**config.mk**
```make
export PLATFORM = sky130hd
export DESIGN_NAME = btn_conditioner
export DESIGN_NICKNAME = d
export VERILOG_FILES = /design/src/rtl/btn_conditioner.sv
export SDC_FILE = /design/constraint.sdc
export NUM_CORES = 1
export LEC_CHECK = 0
export CORE_ASPECT_RATIO = 0.9
export CORE_MARGIN = 4
export CORE_UTILIZATION = 45
export DETAILED_ROUTE_END_ITERATION = 8
export SYNTH_ARGS = -nofsm -noshare
export SYNTH_HDL_FRONTEND = slang
export SYNTH_SLANG_ARGS = --single-unit
export TNS_END_PERCENT = 20
```
**constraint.sdc**
```tcl
create_clock -name clock -period 2.2 [get_ports clock]
set_clock_uncertainty 0.2 [all_clocks]
set_input_delay 0.55 -clock clock [delete_from_list [all_inputs] [get_ports clock]]
set_output_delay 0.55 -clock clock [all_outputs]
set_load 0.01 [all_outputs]
```
**src/rtl/btn_conditioner.sv**
```systemverilog
// btn_conditioner: per-channel two-flop synchronizer plus a debounce FSM.
// Produces a registered debounced level, a one-cycle press strobe, and the OR of all strobes.
`default_nettype none

module btn_conditioner #(
   parameter int NB_BUTTONS = 4,
   parameter int NB_DEB_CNT = 16,
   parameter int DEB_CYCLES = 4
) (
   input  logic                  clock,
   input  logic                  i_reset,
   input  logic [NB_BUTTONS-1:0] i_btn,
   output logic [NB_BUTTONS-1:0] o_btn_level,
   output logic [NB_BUTTONS-1:0] o_btn_pulse,
   output logic                  o_any_pulse
);

   typedef enum logic [1:0] {
      ST_IDLE       = 2'd0,
      ST_WAIT_PRESS = 2'd1,
      ST_PRESSED    = 2'd2,
      ST_WAIT_REL   = 2'd3
   } state_e;

   localparam logic [NB_DEB_CNT-1:0] CNT_LAST = NB_DEB_CNT'(DEB_CYCLES - 1);
   localparam logic [NB_DEB_CNT-1:0] CNT_ONE  = NB_DEB_CNT'(1);
   localparam logic [NB_DEB_CNT-1:0] CNT_ZERO = '0;

   logic [NB_BUTTONS-1:0] sync1_q, sync2_q;
   logic [NB_BUTTONS-1:0] level_d, pulse_d;
   logic [NB_BUTTONS-1:0] level_q, pulse_q;
   logic                  any_q;

   always_ff @(posedge clock or negedge i_reset) begin
      if (!i_reset) begin
         sync1_q <= '0;
         sync2_q <= '0;
      end else begin
         sync1_q <= i_btn;
         sync2_q <= sync1_q;
      end
   end

   for (genvar gi = 0; gi < NB_BUTTONS; gi++) begin : g_ch
      state_e                state_q, state_d;
      logic [NB_DEB_CNT-1:0] cnt_q, cnt_d;
      logic                  strobe_d;
      logic                  s;

      assign s = sync2_q[gi];

      always_ff @(posedge clock or negedge i_reset) begin
         if (!i_reset) begin
            state_q <= ST_IDLE;
            cnt_q   <= '0;
         end else begin
            state_q <= state_d;
            cnt_q   <= cnt_d;
         end
      end

      always_comb begin
         state_d  = state_q;
         cnt_d    = cnt_q;
         strobe_d = 1'b0;
         case (state_q)
            ST_IDLE: begin
               if (s) begin
                  state_d = ST_WAIT_PRESS;
                  cnt_d   = CNT_ONE;
               end else begin
                  cnt_d   = CNT_ZERO;
               end
            end
            ST_WAIT_PRESS: begin
               if (!s) begin
                  state_d = ST_IDLE;
                  cnt_d   = CNT_ZERO;
               end else if (cnt_q >= CNT_LAST) begin
                  state_d  = ST_PRESSED;
                  cnt_d    = CNT_ZERO;
                  strobe_d = 1'b1;
               end else begin
                  cnt_d = cnt_q + CNT_ONE;
               end
            end
            ST_PRESSED: begin
               if (!s) begin
                  state_d = ST_WAIT_REL;
                  cnt_d   = CNT_ONE;
               end
            end
            ST_WAIT_REL: begin
               if (s) begin
                  state_d = ST_PRESSED;
                  cnt_d   = CNT_ZERO;
               end else if (cnt_q >= CNT_LAST) begin
                  state_d = ST_IDLE;
                  cnt_d   = CNT_ZERO;
               end else begin
                  cnt_d = cnt_q + CNT_ONE;
               end
            end
            default: begin
               state_d = ST_IDLE;
               cnt_d   = CNT_ZERO;
            end
         endcase
      end

      // Level tracks the next state so it changes on the same edge as the FSM.
      assign level_d[gi] = (state_d == ST_PRESSED) || (state_d == ST_WAIT_REL);
      assign pulse_d[gi] = strobe_d;
   end

   always_ff @(posedge clock or negedge i_reset) begin
      if (!i_reset) begin
         level_q <= '0;
         pulse_q <= '0;
         any_q   <= 1'b0;
      end else begin
         level_q <= level_d;
         pulse_q <= pulse_d;
         any_q   <= |pulse_d;
      end
   end

   assign o_btn_level = level_q;
   assign o_btn_pulse = pulse_q;
   assign o_any_pulse = any_q;

endmodule

`default_nettype wire

```
==> impl_metrics.py, run 1 <==
metrics = {
    "run_status": {
        "status": "completed",
    },
    "global_routing": {
        "antenna_found_initial": 0,
        "grt_pass1_wl_um": 9420,
        "grt_pass1_vias": 1903,
        "overflow": 0,
        "grt.total_usage_pct": 13.7,
        "grt_max_degree": 43,
    },
    "clock_network": {
        "clockRootBuffer": "clkbuf_8",
        "cts.path.max_buffers": 2,
        "cts-resized-gates": 0,
        "clock_sinks": 89,
        "hold_buffers": 1,
        "h-tree-depth": 3,
        "worst_skew_pair.late_latency_ns": 0.34,
        "cts_buffers": 9,
        "clk_transition_reported_paths_ns": 0.09,
        "cts_setup_buffers": 0,
        "cts_tree": "yes",
    },
    "power": {
        "ir_drop_uv": 592,
        "p_leak_nw": 1.94,
        "powerDensity_mw_per_mm2": 1040,
    },
    "detailed_routing": {
        "vias": 1876,
        "met3_length_um": 178,
        "route.detailed.drc": 0,
        "vias_per_cell": 5.00,
        "wl_met1_um": 2650,
        "drt-total-wl_um": 5230,
        "top_layer_used": "met3",
        "antenna_left": 0,
        "dr_wl_met2_um": 2400,
        "drtPass1Iterations": 4,
        "wl_per_cell_um": 13.9,
        "drt_iter0_drc": 102,
    },
    "timing": {
        "rsz0062_at_grt": "no",
        "timing.fmax_mhz": 489,
        "hold_viol_final": 0,
        "worstMarginPinSlew_ns": 0.555,
        "relSlewSlack_pct": 62.9,
        "tns_ns": 0,
        "hold_ws_ns": 0.154,
        "fin_crit_ns": 2.05,
        "finalSetupViolations": 0,
        "period_share_pct": 93.0,
        "report.final.slew_viol_count": 0,
    },
    "cells_and_area": {
        "final_common_cell": "dfrtp_1",
        "drive_gt1_share_pct": 13.8,
        "diodes": 0,
        "nets": 287,
        "final_cell_mix": "dfrtp_1, and3_1, and2_1",
        "fillCellCount": 612,
        "syn_to_final_growth_pct": 15.8,
    },
    "worst_setup_path": {
        "crit_required_ns": 2.21,
        "r2r_slack_ns": 0.15,
        "worstSetupEndpointType": "flip-flop",
        "cp_data_arrival_time_ns": 2.06,
        "cp_max_fo": 3,
        "crit_type": "flip-flop to flip-flop",
        "startpoint_type": "flip-flop",
    },
    "floorplan": {
        "die_w_um": 98.3,
        "core_mm2": 0.00708,
        "die_h_um": 89.3,
        "start_util_pct": 46.7,
        "fp-row-count": 29,
        "ioPinCount": 15,
        "dieArea_mm2": 0.00877,
    },
    "yosys": {
        "yosys_warnings": 0,
        "synth_cell_type_count": 33,
        "synth_edf_count": 0,
        "async_reset_ff_share_pct": 100,
        "ys_seq_area_share_pct": 67.4,
        "yosys_register_bits": 89,
        "syn_nets": 265,
        "synthCells": 255,
        "yosys_most_used_dff": "dfrtp_1",
        "syn_area_per_cell_um2": 12.9,
        "synthesis.area_mm2": 0.00330,
    },
    "placement": {
        "gp_congestion": 0.695,
        "io_buffers": 14,
        "hpwl_um": 3430,
    },
    "run": {
        "maxCapViolations": 0,
    },
    "min_path": {
        "min_path_type": "flip-flop to flip-flop",
    },
}
-- area by class of cell --
class	count	area [um2]	share of cell area, %
multi-input combinational	152	1020	26.7
timing repair buffer	23	220	5.76
clock inverter	6	91.3	2.39
clock buffer	10	138	3.60
tap	93	116	3.04
sequential	89	2230	58.3
inverter	2	7.51	0.196
-- per-stage QoR --
stage	worst slack, ns	utilization, %	cells	cell area [um2]	total power, mW
6_report	0.153	54.0	375	3820	3.97
5_1_grt	0.0512	54.0	375	3820	4.23
4_1_cts	0.169	54.0	375	3820	4.03
3_5_place_dp	0.190	50.6	358	3580	2.79
3_3_place_gp	0.210	50.6	358	3580	2.78
2_1_floorplan	0.250	-	255	3300	2.51
-- synth_stat cells, types with 2 or more instances --
cell type  number  area [um2]
dfrtp_1        89        2230
and3_1         29         181
and2_1         28         175
clkbuf_1       12        45.0
nand2_1        12        45.0
nor2_1         10        37.5
nor4_1          9        56.3
mux2_2          8        90.1
nor3_1          7        35.0
a21oi_1         4        20.0
ha_1            4        50.1
nand4_1         4        25.0
o21ai_0         4        20.0
xnor2_1         4        35.0
nand3b_1        3        22.5
nand4b_1        3        26.3
nor4_2          3        37.5
o211a_1         3        30.0
and4_1          2        17.5
inv_1           2        7.51
nor2b_1         2        12.5
o211ai_1        2        15.0
-- logic make-up (layout without fill, tap and decap cells) --
logic type      count (synthesis)  after routing  synth area share [%]
xor+xnor                        4              4                  1.06
simple gates                  118            118                  21.9
buf+inv                        14             41                  1.59
fa+ha+maj                       4              4                  1.52
flops                          89             89                  67.4
compound gates                 18             18                  3.71
mux                             8              8                  2.73
-- worst max-delay path, cell delays in order, from the launching register on --
cell and delay (ns):
dfrtp_1 0.40, ha_1 0.19, nor4_1 0.27, and4_1 0.28, nor3_1 0.07, or4_1 0.50
-- per-layer routing --
layer | global-route usage [%] | vias up
li1 | - | 934
met1 | 19.3 | 921
met2 | 20.4 | 21
met3 | 4.68 | 0
met4 | 3.72 | 0
met5 | 0 | -
-- flip-flops by register name (all words and copies together) (netlist names) --
signal        flops
sync1_q           4
o_btn_pulse       4
sync2_q           4
g_ch.cnt_q       64
o_btn_level       4
g_ch.state_q      8
o_any_pulse       1
-- worst paths after layout --
| path | from | end | cells after the start |
|---|---|---|---|
| max in group asynchronous | i_reset | g_ch[3].cnt_q[14]$_DFFE_PN0P_ | 3 |
| setup reg to reg | g_ch[3].cnt_q[0]$_DFFE_PN0P_ | o_any_pulse$_DFF_PN0_ | 5 |
| setup / recovery | g_ch[3].cnt_q[0]$_DFFE_PN0P_ | o_any_pulse$_DFF_PN0_ | 5 |
| hold / removal | sync1_q[2]$_DFF_PN0_ | sync2_q[2]$_DFF_PN0_ | 0 |
| hold reg to reg | sync1_q[2]$_DFF_PN0_ | sync2_q[2]$_DFF_PN0_ | 0 |
| min in group asynchronous | i_reset | g_ch[0].cnt_q[13]$_DFFE_PN0P_ | 2 |
-- report_power, final --
group          internal (mW)  switching (mW)
Clock                  0.672           0.555
Sequential              1.82           0.205
Combinational          0.378           0.343
(Power assumes the default switching activity.)
==> inputs of run 2 (changes only) <==
--- a/config.mk
+++ b/config.mk
@@ -9,6 +9,7 @@
 export CORE_MARGIN = 4
 export CORE_UTILIZATION = 45
 export DETAILED_ROUTE_END_ITERATION = 8
+export MAX_ROUTING_LAYER = met4
 export SYNTH_ARGS = -nofsm -noshare
 export SYNTH_HDL_FRONTEND = slang
 export SYNTH_SLANG_ARGS = --single-unit
==> run 2 against run 1 <==
Effect of this change:
- maximum frequency is 0.14% higher
- critical path depth stayed put
- sequential cell count stayed put
- largest power group unchanged
==> impl_metrics.py, run 2 (synthesis gave the netlist of run 1 again) <==
metrics = {
    "run_status": {
        "status": "completed",
    },
    "global_routing": {
        "grt_pass1_wl_um": 9420,
        "grt.total_usage_pct": 14.1,
        "grt_max_degree": 43,
        "overflow": 0,
        "antenna_found_initial": 0,
        "grt_pass1_vias": 1903,
    },
    "clock_network": {
        "cts.path.max_buffers": 2,
        "h-tree-depth": 3,
        "clk_transition_reported_paths_ns": 0.09,
        "cts_setup_buffers": 0,
        "cts_buffers": 9,
        "clockRootBuffer": "clkbuf_8",
        "worst_skew_pair.late_latency_ns": 0.34,
        "clock_sinks": 89,
        "cts_tree": "yes",
    },
    "power": {
        "powerDensity_mw_per_mm2": 1040,
        "p_leak_nw": 1.94,
        "ir_drop_uv": 592,
    },
    "cells_and_area": {
        "final_cell_mix": "dfrtp_1, and3_1, and2_1",
        "syn_to_final_growth_pct": 15.8,
        "regMostFlops": "g_ch.cnt_q",
        "nets": 287,
        "fin_area_mm2": 0.00382,
        "top_regs": "g_ch.cnt_q (64), g_ch.state_q (8)",
        "final_common_cell": "dfrtp_1",
        "fillCellCount": 612,
        "diodes": 0,
        "drive_gt1_share_pct": 13.8,
        "largest_reg_flops": 64,
    },
    "timing": {
        "worstMarginPinSlew_ns": 0.557,
        "tns_ns": 0,
        "timing.fmax_mhz": 489,
        "rsz0062_at_grt": "no",
        "report.final.slew_viol_count": 0,
        "relSlewSlack_pct": 62.7,
        "finalSetupViolations": 0,
        "hold_viol_final": 0,
        "fin_crit_ns": 2.04,
        "period_share_pct": 92.9,
    },
    "min_path": {
        "min-delay-start": "sync1_q[2]$_DFF_PN0_",
        "min_path_type": "flip-flop to flip-flop",
        "worstHoldEndpoint": "sync2_q[2]$_DFF_PN0_",
        "min_path_cells": 0,
    },
    "placement": {
        "placed_cell_area_mm2": 0.00358,
        "io_buffers": 14,
        "gp_congestion": 0.702,
        "hpwl_um": 3430,
    },
    "detailed_routing": {
        "vias_per_cell": 5.01,
        "antenna_left": 0,
        "wl_per_cell_um": 13.9,
        "route.detailed.drc": 0,
        "drtPass1Iterations": 4,
        "drt-total-wl_um": 5230,
        "drt_iter0_drc": 102,
        "vias": 1877,
    },
    "floorplan": {
        "ioPinCount": 15,
        "die_w_um": 98.3,
        "start_util_pct": 46.7,
        "core_mm2": 0.00708,
        "dieArea_mm2": 0.00877,
        "die_h_um": 89.3,
        "fp-row-count": 29,
    },
    "worst_setup_path": {
        "cp_max_fo": 3,
        "crit_required_ns": 2.21,
        "startpoint_type": "flip-flop",
        "r2r_slack_ns": 0.16,
        "cp_num_buf_inv": 0,
        "rr_endpoint": "o_any_pulse$_DFF_PN0_",
        "worstSetupEndpointType": "flip-flop",
        "r2r_cells": 5,
        "worst_path_largest_cell_delay_ns": 0.51,
        "crit_type": "flip-flop to flip-flop",
        "timing.rr.start": "g_ch[3].cnt_q[0]$_DFFE_PN0P_",
        "cpMaxStageDelayCell": "or4_1",
        "crit_family": "simple AND/OR/NAND/NOR gates",
        "crit_chain": "ha_1 > nor4_1 > and4_1 > nor3_1 > or4_1",
        "cp_data_arrival_time_ns": 2.06,
    },
    "run": {
        "maxCapViolations": 0,
    },
}
## run 2: routing by layer
layer	track usage, %	vias up	part of all wire, %
met1	19.3	919	50
met3	4.68	4	3.9
met2	20.5	20	45
met4	3.72	0	0.55
met5	-	-	0
li1	-	934	-
## run 2: worst reg2reg max path: stages, from the launching register on
cell and delay [ns]:
dfrtp_1 0.40, ha_1 0.19, nor4_1 0.27, and4_1 0.28
nor3_1 0.07, or4_1 0.51
## run 2: worst max-delay path by stage
stage / cells after the start / slack (ns) / end / start
global route: 5 / 0.05 / o_any_pulse$_DFF_PN0_ / g_ch[3].cnt_q[0]$_DFFE_PN0P_
global placement: 5 / 0.21 / o_any_pulse$_DFF_PN0_ / g_ch[0].cnt_q[0]$_DFFE_PN0P_
floorplan: 5 / 0.25 / o_any_pulse$_DFF_PN0_ / g_ch[2].cnt_q[0]$_DFFE_PN0P_
detailed placement: 5 / 0.19 / o_any_pulse$_DFF_PN0_ / g_ch[3].cnt_q[0]$_DFFE_PN0P_
finish: 5 / 0.16 / o_any_pulse$_DFF_PN0_ / g_ch[3].cnt_q[0]$_DFFE_PN0P_
CTS: 5 / 0.17 / o_any_pulse$_DFF_PN0_ / g_ch[3].cnt_q[0]$_DFFE_PN0P_
## run 2: layout make-up
type / count / area (um2) / area share [%]
Timing Repair Buffer: 23 / 220 / 5.76
Inverter: 2 / 7.51 / 0.196
Multi-Input combinational cell: 152 / 1020 / 26.7
Sequential cell: 89 / 2230 / 58.3
Clock inverter: 6 / 91.3 / 2.39
Tap cell: 93 / 116 / 3.04
Clock buffer: 10 / 138 / 3.60
## run 2: power by group
part	internal [mW]	total [mW]	switching, mW	leakage, nW
logic	0.378	0.720	0.343	0.644
clock network	0.672	1.23	0.557	0.105
registers	1.82	2.03	0.205	1.19
## run 2: what timing repair did
item | CTS | global route
hold buffers | 1 | 0
gates resized for setup | 0 | 0
endpoints found under the hold margin | 32 | 0
## run 2: stage by stage
| step | setup slack [ns] | total power, mW | utilization [%] | std cells | hold slack, ns |
|---|---|---|---|---|---|
| 6_report | 0.156 | 3.98 | 54.0 | 375 | 0.154 |
| 5_1_grt | 0.0507 | 4.23 | 54.0 | 375 | 0.172 |
| 4_1_cts | 0.169 | 4.03 | 54.0 | 375 | 0.161 |
| 3_5_place_dp | 0.190 | 2.79 | 50.6 | 358 | 0.141 |
| 3_3_place_gp | 0.210 | 2.78 | 50.6 | 358 | 0.132 |
| 2_1_floorplan | 0.250 | 2.51 | - | 255 | 0.0544 |
==> inputs of run 3 (changes only) <==
--- a/config.mk
+++ b/config.mk
@@ -9,6 +9,7 @@
 export CORE_MARGIN = 4
 export CORE_UTILIZATION = 45
 export DETAILED_ROUTE_END_ITERATION = 8
+export DONT_BUFFER_PORTS = 1
 export MAX_ROUTING_LAYER = met4
 export SYNTH_ARGS = -nofsm -noshare
 export SYNTH_HDL_FRONTEND = slang
==> run 3 against run 2 <==
Effect of this change:
- the flow now finishes with violations (hold timing)
- first-iteration DRC count unchanged
- via count decreased by 1.5%
- highest routed layer unchanged
- routed wire length fell by 2.1%
- sequential share of layout area increased by 1.9 points
==> impl_metrics.py, run 3 (synthesis gave the netlist of run 1 again) <==
metrics = {
    "global_routing": {
        "overflow": 0,
        "grt_pass1_wl_um": 9180,
        "grt.total_usage_pct": 14.1,
        "antenna_found_initial": 0,
        "grt_pass1_vias": 1924,
        "grt_max_degree": 90,
    },
    "floorplan": {
        "start_util_pct": 46.7,
        "die_h_um": 89.3,
        "dieArea_mm2": 0.00877,
        "die_w_um": 98.3,
        "ioPinCount": 15,
        "fp-row-count": 29,
        "core_mm2": 0.00708,
    },
    "power": {
        "ir_drop_uv": 427,
        "powerDensity_mw_per_mm2": 1060,
        "power_mw": 3.92,
        "p_leak_nw": 1.91,
    },
    "timing": {
        "hold_ws_ns": -0.313,
        "worstMarginPinSlew_ns": 0.546,
        "report.final.slew_viol_count": 0,
        "period_share_pct": 91.8,
        "finalSetupViolations": 0,
        "fin_crit_ns": 2.02,
        "rsz0062_at_grt": "no",
        "tns_ns": 0,
        "relSlewSlack_pct": 63.5,
        "hold_viol_final": 89,
        "timing.fmax_mhz": 495,
    },
    "worst_setup_path": {
        "cp_max_fo": 3,
        "crit_required_ns": 2.22,
        "cp_num_buf_inv": 0,
        "rr_endpoint": "o_any_pulse$_DFF_PN0_",
        "crit_type": "flip-flop to flip-flop",
        "startpoint_type": "flip-flop",
        "crit_family": "simple AND/OR/NAND/NOR gates",
        "r2r_slack_ns": 0.18,
        "startpoint": "g_ch[0].cnt_q[0]$_DFFE_PN0P_",
        "worst_path_largest_cell_delay_ns": 0.46,
        "timing.rr.start": "g_ch[0].cnt_q[0]$_DFFE_PN0P_",
        "cpMaxStageDelayCell": "or4_1",
        "crit_chain": "ha_1 > nor4_1 > and4_1 > nor3_1 > or4_1",
        "cp_data_arrival_time_ns": 2.04,
        "worstSetupEndpointType": "flip-flop",
        "r2r_cells": 5,
    },
    "cells_and_area": {
        "top_regs": "g_ch.cnt_q (64), g_ch.state_q (8)",
        "regMostFlops": "g_ch.cnt_q",
        "syn_to_final_growth_pct": 12.1,
        "fillCellCount": 601,
        "largest_reg_flops": 64,
        "final_common_cell": "dfrtp_1",
        "nets": 274,
        "fin_util_pct": 52.3,
        "diodes": 0,
        "final_cell_mix": "dfrtp_1, and3_1, and2_1",
        "stdcell_count": 362,
        "drive_gt1_share_pct": 14.1,
    },
    "detailed_routing": {
        "drt-total-wl_um": 5120,
        "vias": 1849,
        "drt_iter0_drc": 102,
        "drtPass1Iterations": 4,
        "wl_met1_um": 2500,
        "route.detailed.drc": 0,
        "wl_per_cell_um": 14.1,
        "vias_per_cell": 5.11,
        "dr_wl_met2_um": 2350,
        "top_layer_used": "met4",
        "met3_length_um": 156,
        "antenna_left": 0,
    },
    "placement": {
        "dp_cells": 343,
        "gp_congestion": 0.738,
        "io_buffers": 0,
        "hpwl_um": 3330,
    },
    "run": {
        "maxCapViolations": 0,
    },
    "clock_network": {
        "clock_sinks": 89,
        "clk_transition_reported_paths_ns": 0.08,
        "hold_buffers": 3,
        "cts_tree": "yes",
        "h-tree-depth": 3,
        "worst_skew_pair.late_latency_ns": 0.35,
        "clockRootBuffer": "clkbuf_8",
        "cts.path.max_buffers": 2,
        "cts_buffers": 9,
    },
    "run_status": {
        "status": "finished with violations",
        "violations": "hold timing",
    },
    "min_path": {
        "min_path_type": "input pin to async pin",
    },
}
run 3: cell count changes in the layout (fill, tap and decap cells not counted), sizes merged:
| cell | delta |
|---|---|
| clkinvlp | -3 |
| dlygate4sd3 | +2 |
| buf | -2 |
| clkdlybuf4s50 | -13 |
| clkbuf | +2 |
| clkinv | +1 |
run 3: per-layer routing:
metal  up-vias  global-route usage, %
li1        910                      -
met1       914                   18.1
met2        16                   20.4
met3         9                   4.06
met4         0                   7.44
met5         -                      -
run 3: layout make-up:
| type | count | area, um2 | area share, % |
|---|---|---|---|
| tap | 93 | 116 | 3.14 |
| clock inverter | 4 | 73.8 | 1.99 |
| sequential | 89 | 2230 | 60.2 |
| timing repair buffer | 10 | 82.6 | 2.23 |
| clock buffer | 12 | 165 | 4.46 |
| inverter | 2 | 7.51 | 0.203 |
| multi-input combinational | 152 | 1030 | 27.8 |
run 3: how the worst max path moves through the flow:
stage	to	slack [ns]	cells past startpoint
final	o_any_pulse$_DFF_PN0_	0.18	5
after global placement	o_any_pulse$_DFF_PN0_	0.20	5
after floorplan	o_any_pulse$_DFF_PN0_	0.25	5
after CTS	o_any_pulse$_DFF_PN0_	0.13	5
after global routing	o_any_pulse$_DFF_PN0_	0.08	5
after detailed placement	o_any_pulse$_DFF_PN0_	0.14	5
run 3: metrics by stage:
stage,worst slack (ns),instance area (um2)
2_1_floorplan,0.250,3300
6_report,0.180,3700
3_5_place_dp,0.141,3430
3_3_place_gp,0.199,3430
5_1_grt,0.0789,3700
4_1_cts,0.127,3690
run 3: timing repair:
item                                    CTS  global route
endpoints found under the setup margin    0             1
buffers inserted                          0             0
resized for setup                         0             1
hold endpoints to repair                 92            89
run 3: report_power, final:
part	internal [mW]	leakage [nW]	switching (mW)
combinational	0.312	0.592	0.305
sequential	1.82	1.19	0.217
clock	0.733	0.123	0.532
total	2.87	1.91	1.05
